<file path="config.mk">
export PLATFORM = sky130hd
export DESIGN_NAME = axi_mem_if_write_ctrl_flat
export DESIGN_NICKNAME = d
export VERILOG_FILES = /design/src/rtl/axi_mem_if_pkg.sv /design/src/rtl/axi_mem_if_write_ctrl_if.sv /design/src/rtl/axi_mem_if_addr_gen.sv /design/src/rtl/axi_mem_if_write_ctrl.sv /design/src/flat_wrapper.sv
export SDC_FILE = /design/constraint.sdc
export NUM_CORES = 1
export LEC_CHECK = 0
export BUFFER_PORTS_ARGS = -buffer_cell sky130_fd_sc_hd__buf_2
export CAP_MARGIN = 20
export CORE_ASPECT_RATIO = 0.6
export CORE_UTILIZATION = 40
export CTS_BUF_LIST = sky130_fd_sc_hd__clkbuf_2
export DETAILED_ROUTE_END_ITERATION = 10
export PLACE_DENSITY = 0.78
export SYNTH_ARGS = -nofsm -noshare
export SYNTH_HDL_FRONTEND = slang
export SYNTH_SLANG_ARGS = --single-unit
</file>
<file path="constraint.sdc">
create_clock -name clk -period 2 [get_ports clk]
set_input_delay 0.4 -clock clk [delete_from_list [all_inputs] [get_ports clk]]
set_output_delay 0.4 -clock clk [all_outputs]
set_load 0.005 [all_outputs]
</file>
<file path="src/rtl/axi_mem_if_pkg.sv">
// Shared encodings for the AXI4 single-port memory interface controllers:
// burst types, response codes and the write-channel FSM state.
package axi_mem_if_pkg;

  localparam logic [1:0] BURST_FIXED = 2'b00;
  localparam logic [1:0] BURST_INCR  = 2'b01;
  localparam logic [1:0] BURST_WRAP  = 2'b10;

  localparam logic [1:0] RESP_OKAY   = 2'b00;
  localparam logic [1:0] RESP_SLVERR = 2'b10;

  typedef enum logic [1:0] {
    WR_IDLE  = 2'b00,
    WR_BURST = 2'b01,
    WR_RESP  = 2'b10
  } wr_state_e;

  // AXI only defines WRAP bursts of 2, 4, 8 or 16 beats.
  function automatic logic wrap_len_ok(input logic [7:0] len);
    return (len == 8'd1) || (len == 8'd3) || (len == 8'd7) || (len == 8'd15);
  endfunction

endpackage

</file>
<file path="src/rtl/axi_mem_if_write_ctrl_if.sv">
// AXI4 AW/W/B channel bundle between an AXI master and the write controller.
interface axi_mem_if_write_ctrl_if #(
    parameter int ADDR_W = 32,
    parameter int DATA_W = 32,
    parameter int ID_W   = 4,
    parameter int USER_W = 4
);
    localparam int NB = DATA_W / 8;

    // Every channel transfers on a rising edge where valid and ready are both high;
    // the source holds its payload stable while valid is high and ready is low.
    logic              awvalid_i;
    logic              awready_o;
    logic [ADDR_W-1:0] awaddr_i;
    logic [7:0]        awlen_i;
    logic [2:0]        awsize_i;
    logic [1:0]        awburst_i;
    logic [ID_W-1:0]   awid_i;
    logic [USER_W-1:0] awuser_i;

    logic              wvalid_i;
    logic              wready_o;
    logic [DATA_W-1:0] wdata_i;
    logic [NB-1:0]     wstrb_i;
    logic              wlast_i;

    logic              bvalid_o;
    logic              bready_i;
    logic [ID_W-1:0]   bid_o;
    logic [USER_W-1:0] buser_o;
    logic [1:0]        bresp_o;

    modport slave (
        input  awvalid_i, awaddr_i, awlen_i, awsize_i, awburst_i, awid_i, awuser_i,
        input  wvalid_i, wdata_i, wstrb_i, wlast_i, bready_i,
        output awready_o, wready_o, bvalid_o, bid_o, buser_o, bresp_o
    );

    modport master (
        output awvalid_i, awaddr_i, awlen_i, awsize_i, awburst_i, awid_i, awuser_i,
        output wvalid_i, wdata_i, wstrb_i, wlast_i, bready_i,
        input  awready_o, wready_o, bvalid_o, bid_o, buser_o, bresp_o
    );
endinterface

</file>
<file path="src/rtl/axi_mem_if_addr_gen.sv">
// Next memory word address for one AXI beat; purely combinational so both the
// write and read controllers can step their latched address with it.
module axi_mem_if_addr_gen
  import axi_mem_if_pkg::*;
#(
    parameter int ADDR_W = 13
) (
    input  logic [ADDR_W-1:0] addr_i,
    input  logic [1:0]        burst_i,
    input  logic [7:0]        len_i,
    output logic [ADDR_W-1:0] next_addr_o
);
    logic [ADDR_W-1:0] inc;
    logic [ADDR_W-1:0] wrap_mask;

    assign inc       = addr_i + ADDR_W'(1);
    assign wrap_mask = ADDR_W'(len_i[3:0]);

    // An illegal WRAP length degrades to INCR; the controller flags the error.
    always_comb begin
        next_addr_o = inc;
        case (burst_i)
            BURST_FIXED: next_addr_o = addr_i;
            BURST_WRAP: begin
                if (wrap_len_ok(len_i)) next_addr_o = (addr_i & ~wrap_mask) | (inc & wrap_mask);
            end
            default: next_addr_o = inc;
        endcase
    end
endmodule

</file>
<file path="src/rtl/axi_mem_if_write_ctrl.sv">
// AXI4 write-channel slave: turns each granted W beat into one single-port
// memory write in the same cycle and answers each burst with one B response.
module axi_mem_if_write_ctrl
  import axi_mem_if_pkg::*;
#(
    parameter int AXI4_ADDRESS_WIDTH = 32,
    parameter int AXI4_WDATA_WIDTH   = 32,
    parameter int AXI4_ID_WIDTH      = 4,
    parameter int AXI4_USER_WIDTH    = 4,
    parameter int AXI_NUMBYTES       = AXI4_WDATA_WIDTH / 8,
    parameter int MEM_ADDR_WIDTH     = 13
) (
    input  logic                        clk,
    input  logic                        rst_n,
    axi_mem_if_write_ctrl_if.slave      axi,
    output logic                        valid_o,
    input  logic                        grant_i,
    output logic                        mem_cen_o,
    output logic                        mem_wen_o,
    output logic [MEM_ADDR_WIDTH-1:0]   mem_addr_o,
    output logic [AXI4_WDATA_WIDTH-1:0] mem_wdata_o,
    output logic [AXI_NUMBYTES-1:0]     mem_be_o,
    output wr_state_e                   state_o
);
    localparam int OFFS = $clog2(AXI_NUMBYTES);

    wr_state_e                  state_q, state_d;
    logic [MEM_ADDR_WIDTH-1:0]  addr_q, addr_d;
    logic [7:0]                 len_q, len_d;
    logic [7:0]                 cnt_q, cnt_d;
    logic [1:0]                 burst_q, burst_d;
    logic [AXI4_ID_WIDTH-1:0]   id_q, id_d;
    logic [AXI4_USER_WIDTH-1:0] user_q, user_d;
    logic                       err_q, err_d;

    logic                      beat;
    logic                      last_beat;
    logic [MEM_ADDR_WIDTH-1:0] next_addr;
    logic                      unused_ok;

    axi_mem_if_addr_gen #(.ADDR_W(MEM_ADDR_WIDTH)) u_addr_gen (
        .addr_i      (addr_q),
        .burst_i     (burst_q),
        .len_i       (len_q),
        .next_addr_o (next_addr)
    );

    // A beat completes in the very cycle the mux grants it; nothing is buffered.
    assign beat      = (state_q == WR_BURST) && axi.wvalid_i && grant_i;
    assign last_beat = (cnt_q == len_q);

    always_comb begin
        state_d = state_q;
        addr_d  = addr_q;
        len_d   = len_q;
        cnt_d   = cnt_q;
        burst_d = burst_q;
        id_d    = id_q;
        user_d  = user_q;
        err_d   = err_q;
        case (state_q)
            WR_IDLE: begin
                if (axi.awvalid_i) begin
                    addr_d  = axi.awaddr_i[MEM_ADDR_WIDTH+OFFS-1 -: MEM_ADDR_WIDTH];
                    len_d   = axi.awlen_i;
                    burst_d = axi.awburst_i;
                    id_d    = axi.awid_i;
                    user_d  = axi.awuser_i;
                    cnt_d   = 8'd0;
                    err_d   = (axi.awburst_i == BURST_WRAP) && !wrap_len_ok(axi.awlen_i);
                    state_d = WR_BURST;
                end
            end
            WR_BURST: begin
                if (beat) begin
                    if (axi.wlast_i != last_beat) err_d = 1'b1;
                    // The beat count, not wlast, decides where the burst ends.
                    if (last_beat) begin
                        state_d = WR_RESP;
                    end else begin
                        addr_d = next_addr;
                        cnt_d  = cnt_q + 8'd1;
                    end
                end
            end
            WR_RESP: begin
                if (axi.bready_i) state_d = WR_IDLE;
            end
            default: state_d = WR_IDLE;
        endcase
    end

    always_ff @(posedge clk or negedge rst_n) begin
        if (!rst_n) begin
            state_q <= WR_IDLE;
            addr_q  <= '0;
            len_q   <= '0;
            cnt_q   <= '0;
            burst_q <= BURST_INCR;
            id_q    <= '0;
            user_q  <= '0;
            err_q   <= 1'b0;
        end else begin
            state_q <= state_d;
            addr_q  <= addr_d;
            len_q   <= len_d;
            cnt_q   <= cnt_d;
            burst_q <= burst_d;
            id_q    <= id_d;
            user_q  <= user_d;
            err_q   <= err_d;
        end
    end

    // Memory-side outputs are gated by state, so reset releases the bus at once.
    assign axi.awready_o = (state_q == WR_IDLE);
    assign axi.wready_o  = beat;
    assign axi.bvalid_o  = (state_q == WR_RESP);
    assign axi.bresp_o   = ((state_q == WR_RESP) && err_q) ? RESP_SLVERR : RESP_OKAY;
    assign axi.bid_o     = id_q;
    assign axi.buser_o   = user_q;

    assign valid_o     = (state_q == WR_BURST) && axi.wvalid_i;
    assign mem_cen_o   = ~beat;
    assign mem_wen_o   = 1'b0;
    assign mem_addr_o  = addr_q;
    assign mem_wdata_o = axi.wdata_i;
    assign mem_be_o    = axi.wstrb_i;
    assign state_o     = state_q;

    // Only full-width beats exist, so size and the byte offset carry no information.
    assign unused_ok = ^{axi.awsize_i, axi.awaddr_i};
endmodule

</file>
<file path="src/flat_wrapper.sv">
// flat-port wrapper written by rule: the top's interface ports become plain ports
module axi_mem_if_write_ctrl_flat import axi_mem_if_pkg::*;
#(
    parameter int AXI4_ADDRESS_WIDTH = 32,
    parameter int AXI4_WDATA_WIDTH   = 32,
    parameter int AXI4_ID_WIDTH      = 4,
    parameter int AXI4_USER_WIDTH    = 4,
    parameter int AXI_NUMBYTES       = AXI4_WDATA_WIDTH / 8,
    parameter int MEM_ADDR_WIDTH     = 13
)
  (clk, rst_n, valid_o, grant_i, mem_cen_o, mem_wen_o, mem_addr_o, mem_wdata_o, mem_be_o, state_o, axi_awvalid_i, axi_awaddr_i, axi_awlen_i, axi_awsize_i, axi_awburst_i, axi_awid_i, axi_awuser_i, axi_wvalid_i, axi_wdata_i, axi_wstrb_i, axi_wlast_i, axi_bready_i, axi_awready_o, axi_wready_o, axi_bvalid_o, axi_bid_o, axi_buser_o, axi_bresp_o);
  axi_mem_if_write_ctrl_if #(.ADDR_W((32)), .DATA_W((32)), .ID_W(4), .USER_W(4)) axi_i ();
  input  logic clk;
  input  logic rst_n;
  output logic valid_o;
  input  logic grant_i;
  output logic mem_cen_o;
  output logic mem_wen_o;
  output logic [MEM_ADDR_WIDTH-1:0] mem_addr_o;
  output logic [AXI4_WDATA_WIDTH-1:0] mem_wdata_o;
  output logic [AXI_NUMBYTES-1:0] mem_be_o;
  output wr_state_e state_o;
  input wire logic [$bits(axi_i.awvalid_i)-1:0] axi_awvalid_i;
  input wire logic [$bits(axi_i.awaddr_i)-1:0] axi_awaddr_i;
  input wire logic [$bits(axi_i.awlen_i)-1:0] axi_awlen_i;
  input wire logic [$bits(axi_i.awsize_i)-1:0] axi_awsize_i;
  input wire logic [$bits(axi_i.awburst_i)-1:0] axi_awburst_i;
  input wire logic [$bits(axi_i.awid_i)-1:0] axi_awid_i;
  input wire logic [$bits(axi_i.awuser_i)-1:0] axi_awuser_i;
  input wire logic [$bits(axi_i.wvalid_i)-1:0] axi_wvalid_i;
  input wire logic [$bits(axi_i.wdata_i)-1:0] axi_wdata_i;
  input wire logic [$bits(axi_i.wstrb_i)-1:0] axi_wstrb_i;
  input wire logic [$bits(axi_i.wlast_i)-1:0] axi_wlast_i;
  input wire logic [$bits(axi_i.bready_i)-1:0] axi_bready_i;
  output wire logic [$bits(axi_i.awready_o)-1:0] axi_awready_o;
  output wire logic [$bits(axi_i.wready_o)-1:0] axi_wready_o;
  output wire logic [$bits(axi_i.bvalid_o)-1:0] axi_bvalid_o;
  output wire logic [$bits(axi_i.bid_o)-1:0] axi_bid_o;
  output wire logic [$bits(axi_i.buser_o)-1:0] axi_buser_o;
  output wire logic [$bits(axi_i.bresp_o)-1:0] axi_bresp_o;
  assign axi_i.awvalid_i = axi_awvalid_i;
  assign axi_i.awaddr_i = axi_awaddr_i;
  assign axi_i.awlen_i = axi_awlen_i;
  assign axi_i.awsize_i = axi_awsize_i;
  assign axi_i.awburst_i = axi_awburst_i;
  assign axi_i.awid_i = axi_awid_i;
  assign axi_i.awuser_i = axi_awuser_i;
  assign axi_i.wvalid_i = axi_wvalid_i;
  assign axi_i.wdata_i = axi_wdata_i;
  assign axi_i.wstrb_i = axi_wstrb_i;
  assign axi_i.wlast_i = axi_wlast_i;
  assign axi_i.bready_i = axi_bready_i;
  assign axi_awready_o = axi_i.awready_o;
  assign axi_wready_o = axi_i.wready_o;
  assign axi_bvalid_o = axi_i.bvalid_o;
  assign axi_bid_o = axi_i.bid_o;
  assign axi_buser_o = axi_i.buser_o;
  assign axi_bresp_o = axi_i.bresp_o;
  axi_mem_if_write_ctrl #(.AXI4_ADDRESS_WIDTH(AXI4_ADDRESS_WIDTH), .AXI4_WDATA_WIDTH(AXI4_WDATA_WIDTH), .AXI4_ID_WIDTH(AXI4_ID_WIDTH), .AXI4_USER_WIDTH(AXI4_USER_WIDTH), .AXI_NUMBYTES(AXI_NUMBYTES), .MEM_ADDR_WIDTH(MEM_ADDR_WIDTH)) u_core (.clk(clk), .rst_n(rst_n), .axi(axi_i), .valid_o(valid_o), .grant_i(grant_i), .mem_cen_o(mem_cen_o), .mem_wen_o(mem_wen_o), .mem_addr_o(mem_addr_o), .mem_wdata_o(mem_wdata_o), .mem_be_o(mem_be_o), .state_o(state_o));
endmodule
</file>
# Word level (Yosys, flattened, before mapping)

Index checks and enable logic that the tools add are counted.

Bits of input ports: 96
Output and inout bits: 67
Bits in registers: 42
Word-level logic and storage cells: 75

Bitwise operators: 5
Eq/ne operators: 21
Multiplexer cells: 20
Reductions and logical operators: 19
Add/subtract/negate cells: 2

Operator list:

| kind                                                            | number |
|---|---|
| 13-bit two-way mux                                              | 4 |
| 13-bit one-hot mux with 2 select lines                          | 2 |
| 8-bit two-way mux                                               | 3 |
| 8-bit by 1-bit == test with 1-bit output, second input constant | 2 |
| 8-bit by 2-bit == test with 1-bit output, second input constant | 2 |
| 8-bit by 3-bit == test with 1-bit output, second input constant | 2 |
| 8-bit by 4-bit == test with 1-bit output, second input constant | 2 |
| 8-bit one-hot mux with 2 select lines                           | 1 |
| 13-bit by 1-bit adder with 13-bit output, second input constant | 1 |
| 13-bit AND                                                      | 1 |
| 13-bit by 4-bit AND with 13-bit output                          | 1 |
| 4-bit NOT with 13-bit output                                    | 1 |
| 13-bit bitwise OR                                               | 1 |
| 4-bit AND reduction                                             | 3 |
| 2-bit two-way mux                                               | 5 |
| 2-bit inequality test, second input constant                    | 5 |
| 8-bit by 1-bit adder with 8-bit output, second input constant   | 1 |
| 8-bit == test                                                   | 1 |
| 2-bit == test, second input constant                            | 3 |
| 1-bit logical OR                                                | 6 |
| 2-bit one-hot mux with 3 select lines                           | 1 |
| 5-bit AND reduction                                             | 1 |
| 1-bit logical AND                                               | 4 |
| 2-bit zero test                                                 | 2 |
| 9 further kinds                                                 | 12 |

# Depth between registers and ports, before layout

Gate-level depths: netlist of the first run.

Depth in word-level cells: 9
Gate-level depth with buffers: 8

# Hierarchy

A second synthesis of the first run with hierarchy kept.

Cell total of the unflattened synthesis: 303
Area, all modules: 2622.5 sq um

By module, submodules not included:

| module                | instances | cells an instance | area an instance (sq um) |
|---|---|---|---|
| axi_mem_if_write_ctrl | 1         | 259               | 2306.0 |
| axi_mem_if_addr_gen   | 1         | 44                | 316.6 |

# Worst setup path after synthesis of the first run

OpenSTA, ideal clock, no wires.

Path type: register to register
From: register u_core.len_q[4]
To: register u_core.addr_q[4] (netlist: u_core.mem_addr_o[4])
Clock period less this slack: 2143 ps
Slack: -143 ps
Data arrival time: 2011 ps
Stages on the path, launching flop included: 8
Cells stage by stage: dfrtp_1 -> or4b_4 -> a2111oi_4 -> a21o_1 -> buf_4 -> or2_2 -> buf_6 -> o22ai_1

Cells in the longest elaborated chain, start to end: 9

RTL lines:

| element                                                                                              | RTL line                     | RTL |
|---|---|---|
| from (decl)                                                                                          | axi_mem_if_write_ctrl.sv:29  | `logic [7:0] len_q, len_d;` |
| from (signal assigned)                                                                               | axi_mem_if_write_ctrl.sv:106 | `len_q <= len_d;` |
| 8-bit by 1-bit == test with 1-bit output or 8-bit by 2-bit == test with 1-bit output (tied branches) | axi_mem_if_pkg.sv:20         | `return (len == 8'd1) \|\| (len == 8'd3) \|\| (len == 8'd7) \|\| (len == 8'd15);` |
| 1-bit logical OR (3 in series)                                                                       | axi_mem_if_pkg.sv:20         |  |
| 13-bit two-way mux                                                                                   | axi_mem_if_addr_gen.sv:25    | `if (wrap_len_ok(len_i)) next_addr_o = (addr_i & ~wrap_mask) \| (inc & wrap_mask);` |
| 13-bit one-hot mux with 2 select lines                                                               | axi_mem_if_addr_gen.sv:22    | `case (burst_i)` |
| 13-bit two-way mux                                                                                   | axi_mem_if_write_ctrl.sv:78  | `if (last_beat) begin` |
| 13-bit two-way mux                                                                                   | axi_mem_if_write_ctrl.sv:75  | `if (beat) begin` |
| 13-bit one-hot mux with 2 select lines                                                               | axi_mem_if_write_ctrl.sv:61  | `case (state_q)` |
| to (signal assigned)                                                                                 | axi_mem_if_write_ctrl.sv:105 | `addr_q <= addr_d;` |
| to (decl)                                                                                            | axi_mem_if_write_ctrl.sv:28  | `logic [MEM_ADDR_WIDTH-1:0] addr_q, addr_d;` |

Several ways; a longest one is shown, not always the timed one. The select of a mux whose other input is x is not followed.
A chain may end at the register's enable or synchronous reset.

# Worst setup path after layout of the first run

From: register u_core.len_q[6]
To: register u_core.addr_q[8] (netlist: u_core.mem_addr_o[8])

The elaborated chain is that of the path after synthesis.

==> metrics.yaml, run 1 <==
cap_violations: 0
reg2reg_to: "u_core.mem_addr_o[8]"
status: "complete, but fails checks"
grt_max_degree: 43
cellLeakagePower_nw: 1.46
dieArea_sq_um: 7000
cpMaxStageDelayCell: "or4b_4"
ys.warnings.count: 0
viasPerCell: 5.44
synth_seq_cells: 42
fmax_mhz: 499
synth_compound_area_share_pct: 17.1
clockBufferDepth: 2
drt_iter0_drc: 208
worst_path_largest_cell_delay_ps: 560
min_period_ps: 2000
worst_slack_ps: -2.93
endpoint: "u_core.mem_addr_o[8]"
worst-path-buf-inv: 1
fill_cells: 601
grt_overflow_total: 0
arrival_ps: 2310
core_sq_um: 6280
wl_mm: 6.91
slew_headroom_pct: 52.5
worstSetupEndpointType: "register"
yosysTopAreaCell: "dfrtp_1"
synth_top_family_by_area: "simple AND/OR/NAND/NOR gates"
ctsHoldBuffers: 0
numPlacedInstances: 443
yosys-top-cells-area: "dfrtp_1, buf_4, nand2_1"
worstMarginPinSlew_ps: 710
slew_violations: 0
fin_crit_sh_pct: 100
setup_viol: 1
syn2layout_area_growth_pct: 16.6
grt_pass1_vias: 2339
worst_setup_path_start_kind: "register"
clkTransAtPathRegs_ps: 230
synth_simple_gate_area_share_pct: 23.8
hold_path.class: "in -> async"
drive_above_1_share_pct: 31.9
vdd_ir_drop_max_uv: 522
cp_top_family: "compound AO/OA/AOI/OAI gates"
path_depth: 6
hold_violations: 0
synth_cells: 318
synth-async-reset-ratio_pct: 100
first_pass_iters: 5
clock_sinks: 42
row_count: 22
drc_errors: 0
root_buffer: "clkbuf_2"
ys_top_cells_by_count: "nand2_1, dfrtp_1, buf_4, nor2_1, nor3_1"
numCtsBuffers: 5
wl_per_cell_um: 15.2
finalPower_w: 0.00453
crit_type: "reg -> reg"
syn_area_per_cell_sq_um: 8.38
crit_required_ps: 2310
yosysUniqueCellTypes: 49
ys_seq_area_share_pct: 39.5
final_area_sq_um: 3110
ios: 163
synthAdderAreaFrac_pct: 0.939
synthMuxAreaShare_pct: 0.798
crit_fanout: 10
clk_latency_ps: 420
synth_xor_xnor_area_share_pct: 2.96
post_dp_cell_area_sq_um: 2960
fin_util_pct: 49.5
antenna_left: 0
reg2reg_depth: 6
syn_area_sq_um: 2660
reg2reg_from: "u_core.len_q[6]"
grt_pass1_wl_mm: 11.1
dp_hpwl_mm: 5.15
pre_cts_slack_ps: -30.1
r2r_setup_slack_ps: -3
violations: "negative setup slack"
antennaDiodeCount: 0
fp.dieW_um: 107
rsz0062_at_grt: "yes"
cp_cell_sequence: "or4b_4 > a2111oi_4 > buf_4 > nor2_4 > a32oi_1 > o22ai_1"
nets: 467
cts_max_level: 2
track_usage_pct: 20.5
num_vias: 2468
crit_start: "u_core.len_q[6]"
fin_skew_ps: 22.7
p_per_area_nw_per_um2: 1460
synth_edf_count: 0
antenna_found_initial: 0
cts_tree: "done"
stdcell_count: 454
dieHeight_um: 65.2
synth_most_common_cell: "nand2_1"
gp_congestion: 0.809
ys.flop_type: "dfrtp_1"
io_buffers: 66
synth_top_area_share_pct: 38.5
start_util_pct: 42.4
## cells in the final DEF (no fill, tap or decap), types with 3 or more instances in the layout
| cell | Yosys | layout |
|---|---|---|
| nor3_1 | 15 | 13 |
| or3_1 | 8 | 8 |
| a32oi_1 | 4 | 4 |
| nor2_1 | 15 | 13 |
| o21ai_1 | 3 | 3 |
| nand4_1 | 3 | 3 |
| a21oi_1 | 10 | 9 |
| buf_2 | 1 | 66 |
| and2_1 | 3 | 3 |
| a211oi_1 | 6 | 3 |
| dfrtp_1 | 41 | 41 |
| buf_4 | 39 | 24 |
| nand3_1 | 14 | 14 |
| o31ai_1 | 3 | 3 |
| o21ai_0 | 11 | 11 |
| a211oi_2 | 0 | 3 |
| xnor2_1 | 9 | 9 |
| o22ai_1 | 9 | 9 |
| nand2_1 | 60 | 60 |
| clkbuf_2 | 0 | 7 |
| nand2b_1 | 3 | 3 |
| inv_1 | 14 | 14 |
## timing repair
item	in CTS	in global routing
gates resized for setup	3	12
buffers inserted	1	3
endpoints found under the setup margin	10	20
pin swaps	0	3
## worst register-to-register path, cell delays in order (launching register included)
cell and delay (ps):
dfrtp_1 420, or4b_4 560, a2111oi_4 330, buf_4 200, nor2_4 70, a32oi_1 220, o22ai_1 110
## metrics by stage
step / hold WS [ps] / TNS, ps
global route: 21.6 / -587
detailed placement: 463 / -83.4
finish: 1.12 / -2.93
CTS: 39.1 / -15.5
global placement: 455 / 0
floorplan: 104 / -248
## layout make-up
type | instances | area (sq um) | area share (%)
flip-flops and latches | 42 | 1050 | 33.9
repair buffers | 93 | 553 | 17.8
well taps | 84 | 105 | 3.38
clock buffers | 7 | 35.0 | 1.13
multi-input cells | 213 | 1280 | 41.2
inverters | 14 | 52.6 | 1.69
clock inverters | 1 | 30.0 | 0.967
## worst min-delay path by stage
stage	slack (ps)	endpoint	start	cells past startpoint
after floorplan	100	async pin	rst_n	0
after global placement	450	u_core.axi.buser_o[0]	u_core.axi.buser_o[0]	2
after detailed placement	460	u_core.axi.buser_o[1]	u_core.axi.buser_o[1]	2
after CTS	40	u_core.err_q	rst_n	2
after global routing	20	u_core.err_q	rst_n	2
final	1	u_core.err_q	rst_n	2
## kinds of logic after synthesis
family / after synthesis
other: 1
xor gates and xnor gates: 9
buffers and inverters: 64
muxes: 2
adders and majority gates: 2
and+or+nand+nor: 134
DFF: 42
AOI/OAI and AO/OA: 64
## power breakdown
group	switching [W]	leakage (nW)	internal, W
clock	0.000287	0.0432	0.000222
sequential	0.000365	0.530	0.00122
combinational	0.00133	0.891	0.00111
total	0.00198	1.46	0.00255
## flip-flops by register name (all words and copies together) (netlist names), named ones only
| signal | flops |
|---|---|
| u_core.burst_q | 2 |
| u_core.state_o | 2 |
| u_core.err_q | 1 |
| u_core.axi.bid_o | 4 |
| u_core.mem_addr_o | 10 |
| u_core.axi.buser_o | 4 |
| u_core.len_q | 8 |
| u_core.cnt_q | 8 |
## layer usage
metal / track usage [%] / up-vias / part of all wire (%)
met5: 0 / - / 0
met4: 5.48 / 0 / 1.0
met3: 6.15 / 12 / 11
met2: 31.5 / 140 / 42
met1: 28.1 / 1138 / 46
li1: - / 1178 / -
No activity file was read; power rests on OpenSTA's default activity.
==> run 2, diff against run 1 <==
--- a/config.mk
+++ b/config.mk
@@ -5,13 +5,14 @@
 export SDC_FILE = /design/constraint.sdc
 export NUM_CORES = 1
 export LEC_CHECK = 0
+export ABC_AREA = 1
 export BUFFER_PORTS_ARGS = -buffer_cell sky130_fd_sc_hd__buf_2
 export CAP_MARGIN = 20
 export CORE_ASPECT_RATIO = 0.6
-export CORE_UTILIZATION = 40
+export CORE_UTILIZATION = 42
 export CTS_BUF_LIST = sky130_fd_sc_hd__clkbuf_2
 export DETAILED_ROUTE_END_ITERATION = 10
-export PLACE_DENSITY = 0.78
+export PLACE_DENSITY = 0.8
 export SYNTH_ARGS = -nofsm -noshare
 export SYNTH_HDL_FRONTEND = slang
 export SYNTH_SLANG_ARGS = --single-unit
==> run 2 against run 1 <==
Net effect:
- the run now ends clean
- sequential share of layout area shrank 0.64 points
- highest routed layer unchanged
- fmax is 13% higher
- combinational power is 13% lower
==> metrics.yaml, run 2 <==
status: "completed"  # was complete, but fails checks
setup_viol: 0  # was 1
worst_setup_path_start_kind: "register"  # unchanged
hp-start: "axi_bready_i"
cap_violations: 0  # unchanged
synth_most_common_cell: "nand2_1"  # unchanged
fin_setup_tns_ps: 0  # was -2.93 ps
num_vias: 2579  # was 2468
core_sq_um: 6360  # was 6280 sq um
crit_start: "u_core.len_q[2]"  # was u_core.len_q[6]
wl_mm: 6.64  # was 6.91 mm
cellLeakagePower_nw: 1.69  # was 1.46 nW
dieHeight_um: 66.1  # was 65.2 um
min_period_ps: 1770  # was 2000 ps
grt_pass1_wl_mm: 11.1  # about the same
root_buffer: "clkbuf_2"  # unchanged
fin_crit_sh_pct: 88.7  # was 100%
crit_type: "reg -> reg"  # unchanged
final_cell_mix: "nand2_1, buf_2, dfrtp_1"  # was buf_2, nand2_1, dfrtp_1
grt_pass1_vias: 2383  # was 2339
fill_cells: 619  # was 601
hold_violations: 0  # unchanged
yosysTopAreaCell: "dfrtp_1"  # unchanged
ys_top_cells_by_count: "nand2_1, dfrtp_1, buf_4, inv_1, nor2_1"  # was nand2_1, dfrtp_1, buf_4, nor2_1, nor3_1
arrival_ps: 2120  # was 2310 ps
io_buffers: 66  # unchanged
clkTransAtPathRegs_ps: 240  # was 230 ps
clk_latency_ps: 430  # was 420 ps
grt_overflow_total: 0  # unchanged
ios: 163  # unchanged
drc_errors: 0  # unchanged
postCtsSetupBuffers: 0  # was 1
wl_per_cell_um: 12.8  # was 15.2 um
p_per_area_nw_per_um2: 1330  # was 1460 nW/um^2
syn_area_sq_um: 2880  # was 2660 sq um
dp_hpwl_mm: 5.16  # was 5.15 mm
crit_fanout: 12  # was 10
drive_above_1_share_pct: 25.8  # was 31.9%
ys.warnings.count: 0  # unchanged
start_util_pct: 45.3  # was 42.4%
final_area_sq_um: 3170  # was 3110 sq um
cts_max_level: 2  # unchanged
ys_seq_area_share_pct: 36.5  # was 39.5%
slew_violations: 0  # unchanged
post_dp_cell_area_sq_um: 3080  # was 2960 sq um
fin_skew_ps: 27.4  # was 22.7 ps
reg2reg_from: "u_core.len_q[2]"  # was u_core.len_q[6]
synth_edf_count: 0  # unchanged
fmax_mhz: 564  # was 499 MHz
largest_reg_flops: 10  # unchanged
track_usage_pct: 20.1  # was 20.5%
worstSetupEndpointType: "register"  # unchanged
synth-async-reset-ratio_pct: 100  # unchanged
synth_top_area_share_pct: 35.6  # was 38.5%
nets: 531  # was 467
antenna_left: 0  # unchanged
cpMaxStageDelayCell: "dfrtp_1"  # was or4b_4
crit_required_ps: 2340  # was 2310 ps
yosysUniqueCellTypes: 33  # was 49
viasPerCell: 4.98  # was 5.44
grt_max_degree: 43  # unchanged
synth_cells: 394  # was 318
clock_sinks: 42  # unchanged
syn2layout_area_growth_pct: 9.95  # was 16.6%
gp_congestion: 0.859  # was 0.809
cts_tree: "done"  # unchanged
clockBufferDepth: 2  # unchanged
first_pass_iters: 4  # was 5
synth_seq_cells: 42  # unchanged
dieArea_sq_um: 7200  # was 7000 sq um
drt_iter0_drc: 236  # was 208
yosys-top-cells-area: "dfrtp_1, nand2_1, buf_4"  # was dfrtp_1, buf_4, nand2_1
vdd_ir_drop_max_uv: 575  # was 522 uV
ys.flop_type: "dfrtp_1"  # unchanged
antenna_found_initial: 0  # unchanged
syn_area_per_cell_sq_um: 7.31  # was 8.38 sq um
cp_cell_sequence: "xnor2_1 > nand2_1 > nor2_1 > nand3_2 > nand2_4 > inv_2 > nand3_1 > o21ai_1"  # was or4b_4 > a2111oi_4 > buf_4 > nor2_4 > a32oi_1 > o22ai_1
numCtsBuffers: 5  # unchanged
hold_path.class: "in -> reg"  # was in -> async
final_common_cell: "nand2_1"  # was buf_2
row_count: 22  # unchanged
rsz0062_at_grt: "no"  # was yes
antennaDiodeCount: 0  # unchanged
worst_path_largest_cell_delay_ps: 510  # was 560 ps
fp.dieW_um: 109  # was 107 um
[run 2: cell types whose count changed in the layout (fill, tap and decap cells not counted), moves of 5 or more]
cell	delta
buf_4	-18
nor2_1	+15
o22ai_1	-9
inv_1	+22
mux2_2	+9
nand2_1	+72
or3_1	-8
nand3_1	+5
o21ai_0	+7
xor2_1	+5
[run 2: repair_timing]
item                                    in CTS  in global routing
gates resized for setup                      0                  1
endpoints found under the setup margin       0                  2
hold buffers                                 1                  0
endpoints found under the hold margin       41                  0
[run 2: power breakdown]
part           leakage, nW  internal (W)  total (W)  switching, W
Clock               0.0352      0.000209   0.000520      0.000311
Sequential           0.519       0.00120    0.00156      0.000361
Combinational         1.13      0.000880    0.00213       0.00125
[run 2: final cells by class]
class	count	area (sq um)	area share (%)
well taps	84	105	3.32
clock buffers	5	25.0	0.790
clock inverters	3	45.0	1.42
repair buffers	75	425	13.4
multi-input cells	269	1360	43.1
flip-flops and latches	42	1050	33.2
inverters	40	150	4.74
[run 2: kinds of logic (layout without fill, tap and decap cells)]
family | Yosys count | count (layout) | share of synthesized area, %
AND/OR/NAND/NOR | 212 | 212 | 32.9
adder cells (fa/ha/maj) | 2 | 2 | 0.869
XOR/XNOR | 11 | 11 | 3.34
buffers and inverters | 84 | 123 | 16.3
AO/OA/AOI/OAI | 32 | 32 | 5.95
flip-flops | 42 | 42 | 36.5
multiplexers | 10 | 10 | 3.91
other | 1 | 2 | 0.130
[run 2: per-stage QoR]
step           worst slack, ps  utilization, %  power (W)  hold WS [ps]  std cells
2_1_floorplan              413               -    0.00302           104        395
3_3_place_gp               310            48.5    0.00360           388        509
3_5_place_dp               236            48.5    0.00369           394        509
4_1_cts                    200            49.8    0.00421           141        518
5_1_grt                   30.1            49.8    0.00461           109        518
6_report                   226            49.8    0.00421           148        518
[run 2: path summary, 6_finish.rpt]
path	to	slack, ps	cells after the start
max reg2reg	u_core.cnt_q[0]	230	8
min	u_core.state_o[1]	150	2
max in group asynchronous	u_core.burst_q[0]	1290	3
min in group asynchronous	u_core.mem_addr_o[10]	420	3
max	u_core.cnt_q[0]	230	8
min reg2reg	u_core.err_q	530	2
[run 2: critical path: cells and delay by family (launching register included)]
family	cells	cell delay [ps]
buffers and inverters	1	120
XOR/XNOR	1	180
AND/OR/NAND/NOR	5	790
AO/OA/AOI/OAI	1	70
flip-flops	1	510
[run 2: routing by layer]
metal | routed length (um) | vias up | track usage (%)
met2 | 2570 | 109 | 27.2
met3 | 661 | 18 | 4.83
li1 | - | 1286 | -
met5 | 0 | - | 0
met1 | 3290 | 1166 | 29.8
met4 | 119 | 0 | 8.45
==> run 3, diff against run 2 <==
--- a/config.mk
+++ b/config.mk
@@ -13,6 +13,7 @@
 export CTS_BUF_LIST = sky130_fd_sc_hd__clkbuf_2
 export DETAILED_ROUTE_END_ITERATION = 10
 export PLACE_DENSITY = 0.8
+export SETUP_SLACK_MARGIN = 0.5
 export SYNTH_ARGS = -nofsm -noshare
 export SYNTH_HDL_FRONTEND = slang
 export SYNTH_SLANG_ARGS = --single-unit
==> run 3 against run 2 <==
Net effect:
- sequential share of layout area shrank 3.8 points
- combinational power grew 41%
- register-to-register slack gained 60 ps
- sequential cell count is the same
- fmax grew 3.3%
- via count grew 10%
- global-route usage grew 1.4 points
- critical path type is now reg -> out
- critical endpoint is now axi_wready_o
- largest power group unchanged
- highest routed layer unchanged
==> metrics.yaml, run 3 (synthesis gave the netlist of run 2 again) <==
status: "completed"  # unchanged
swShare_pct: 46.2  # was 45.6%
p_per_area_nw_per_um2: 1410  # was 1330 nW/um^2
viasPerCell: 5.17  # was 4.98
rsz0062_at_grt: "yes"  # was no
final_area_sq_um: 3610  # was 3170 sq um
p_comb_share_pct: 58.9  # was 50.5%
grt_pass1_vias: 2581  # was 2383
cap_violations: 0  # unchanged
numCtsBuffers: 5  # unchanged
core_sq_um: 6360  # unchanged
root_buffer: "clkbuf_2"  # unchanged
arrival_ps: 1320  # was 2120 ps
slew_violations: 0  # unchanged
hold_violations: 0  # unchanged
setup_viol: 0  # unchanged
io_buffers: 66  # unchanged
grt_overflow_total: 0  # unchanged
worst_setup_path_start_kind: "register"  # unchanged
ios: 163  # unchanged
drc_errors: 0  # unchanged
syn2layout_area_growth_pct: 25.2  # was 9.95%
min_period_ps: 1720  # was 1770 ps
wl_mm: 8.02  # was 6.64 mm
fin_setup_tns_ps: 0  # unchanged
clock_sinks: 42  # unchanged
intPower_w: 0.00275  # was 0.00229 W
grt_max_degree: 39  # was 43
antenna_found_initial: 0  # unchanged
largest_reg_flops: 10  # unchanged
vdd_ir_drop_max_uv: 599  # was 575 uV
wl_per_cell_um: 14.5  # was 12.8 um
dieHeight_um: 66.1  # unchanged
worstSetupEndpointType: "output pin"  # was register
crit_fanout: 3  # was 12
fin_util_pct: 56.7  # was 49.8%
grt_pass1_wl_mm: 11.9  # was 11.1 mm
hold_path.class: "in -> reg"  # unchanged
crit_required_ps: 1600  # was 2340 ps
clkTransAtPathRegs_ps: 200  # was 240 ps
p_switching_w: 0.00236  # was 0.00192 W
fp.dieW_um: 109  # unchanged
cts_max_level: 2  # unchanged
cts_tree: "done"  # unchanged
fill_cells: 560  # was 619
num_vias: 2849  # was 2579
fin_crit_sh_pct: 85.9  # was 88.7%
drt_iter0_drc: 276  # was 236
final_cell_mix: "nand2_1, buf_2, dfrtp_1"  # unchanged
clk_latency_ps: 420  # was 430 ps
finalPower_w: 0.00510  # was 0.00421 W
post_dp_cell_area_sq_um: 3070  # was 3080 sq um
dp_hpwl_mm: 5.10  # was 5.16 mm
start_util_pct: 45.3  # unchanged
drive_above_1_share_pct: 37.9  # was 25.8%
first_pass_iters: 5  # was 4
gp_congestion: 0.870  # was 0.859
row_count: 22  # unchanged
nets: 564  # was 531
final_common_cell: "nand2_1"  # unchanged
fmax_mhz: 582  # was 564 MHz
track_usage_pct: 21.4  # was 20.1%
sequentialPowerShare_pct: 31.2  # was 37.1%
fin_skew_ps: 19.5  # was 27.4 ps
p_clk_share_pct: 10.0  # was 12.4%
antenna_left: 0  # unchanged
antennaDiodeCount: 0  # unchanged
cellLeakagePower_nw: 1.87  # was 1.69 nW
clockBufferDepth: 2  # unchanged
crit_type: "reg -> out"  # was reg -> reg
dieArea_sq_um: 7200  # unchanged
run 3: changes by cell type in the layout (fill, tap and decap cells not counted), moves of 4 or more:
cell / before / now
nand2_1: 132 / 126
nor3_1: 12 / 8
inv_2: 4 / 9
dfrtp_2: 0 / 6
buf_4: 6 / 28
dfrtp_1: 41 / 35
inv_1: 36 / 29
nand2_2: 2 / 8
nor2_4: 2 / 7
buf_6: 0 / 9
nor2_1: 28 / 23
run 3: worst max-delay path: stages (launching register included):
cell and delay [ps]:
dfrtp_2 460, inv_2 80, nand2_4 70, nor2_4 90, nand2_2 70, inv_1 50
buf_2 100
run 3: final timing paths:
kind,from,endpoint,slack [ps],depth (start not counted)
worst max-delay path,u_core.state_o[1],axi_wready_o,280,6
worst min-delay path,axi_bready_i,u_core.state_o[1],140,2
worst max register to register,u_core.state_o[0],u_core.mem_addr_o[4],290,10
worst min register to register,u_core.err_q,u_core.err_q,530,2
max in group asynchronous,rst_n,u_core.burst_q[0],1180,3
min in group asynchronous,rst_n,u_core.mem_addr_o[10],290,2
run 3: power groups by stage:
stage	registers [W]	logic [W]	clock network [W]
after floorplan	0.00152	0.00152	0
after global placement	0.00155	0.00203	0
after detailed placement	0.00157	0.00210	0
after CTS	0.00154	0.00256	0.000511
after global routing	0.00163	0.00329	0.000533
final	0.00159	0.00300	0.000508
run 3: timing repair:
action                                 in CTS  in global routing
setup buffers                              19                 12
gates cloned                                2                  1
pin swaps                                   8                 11
hold buffers                                1                  0
gates resized for setup                    27                 33
endpoints found under the hold margin      11                  0
setup endpoints to repair                  32                 52
run 3: final cells by class:
class	count	area (sq um)	share of cell area [%]
well taps	84	105	2.91
clock buffers	6	30.0	0.832
inverters	40	160	4.44
clock inverters	2	33.8	0.937
repair inverters	1	11.3	0.312
flip-flops and latches	42	1060	29.4
multi-input cells	271	1540	42.6
repair buffers	105	672	18.6
run 3: metrics by stage:
stage          hold WS (ps)  instances  worst slack, ps
2_1_floorplan           104        395              433
3_3_place_gp            227        508              295
3_5_place_dp            235        508              225
4_1_cts                 142        538              275
5_1_grt                 140        551              193
6_report                142        551              283
run 3: layer usage:
metal / wire [um] / track usage (%) / share of wire (%)
met5: 0 / 0 / 0
met4: 74 / 5.41 / 0.92
met3: 834 / 4.93 / 10
met2: 3390 / 30.5 / 42
met1: 3710 / 32.1 / 46
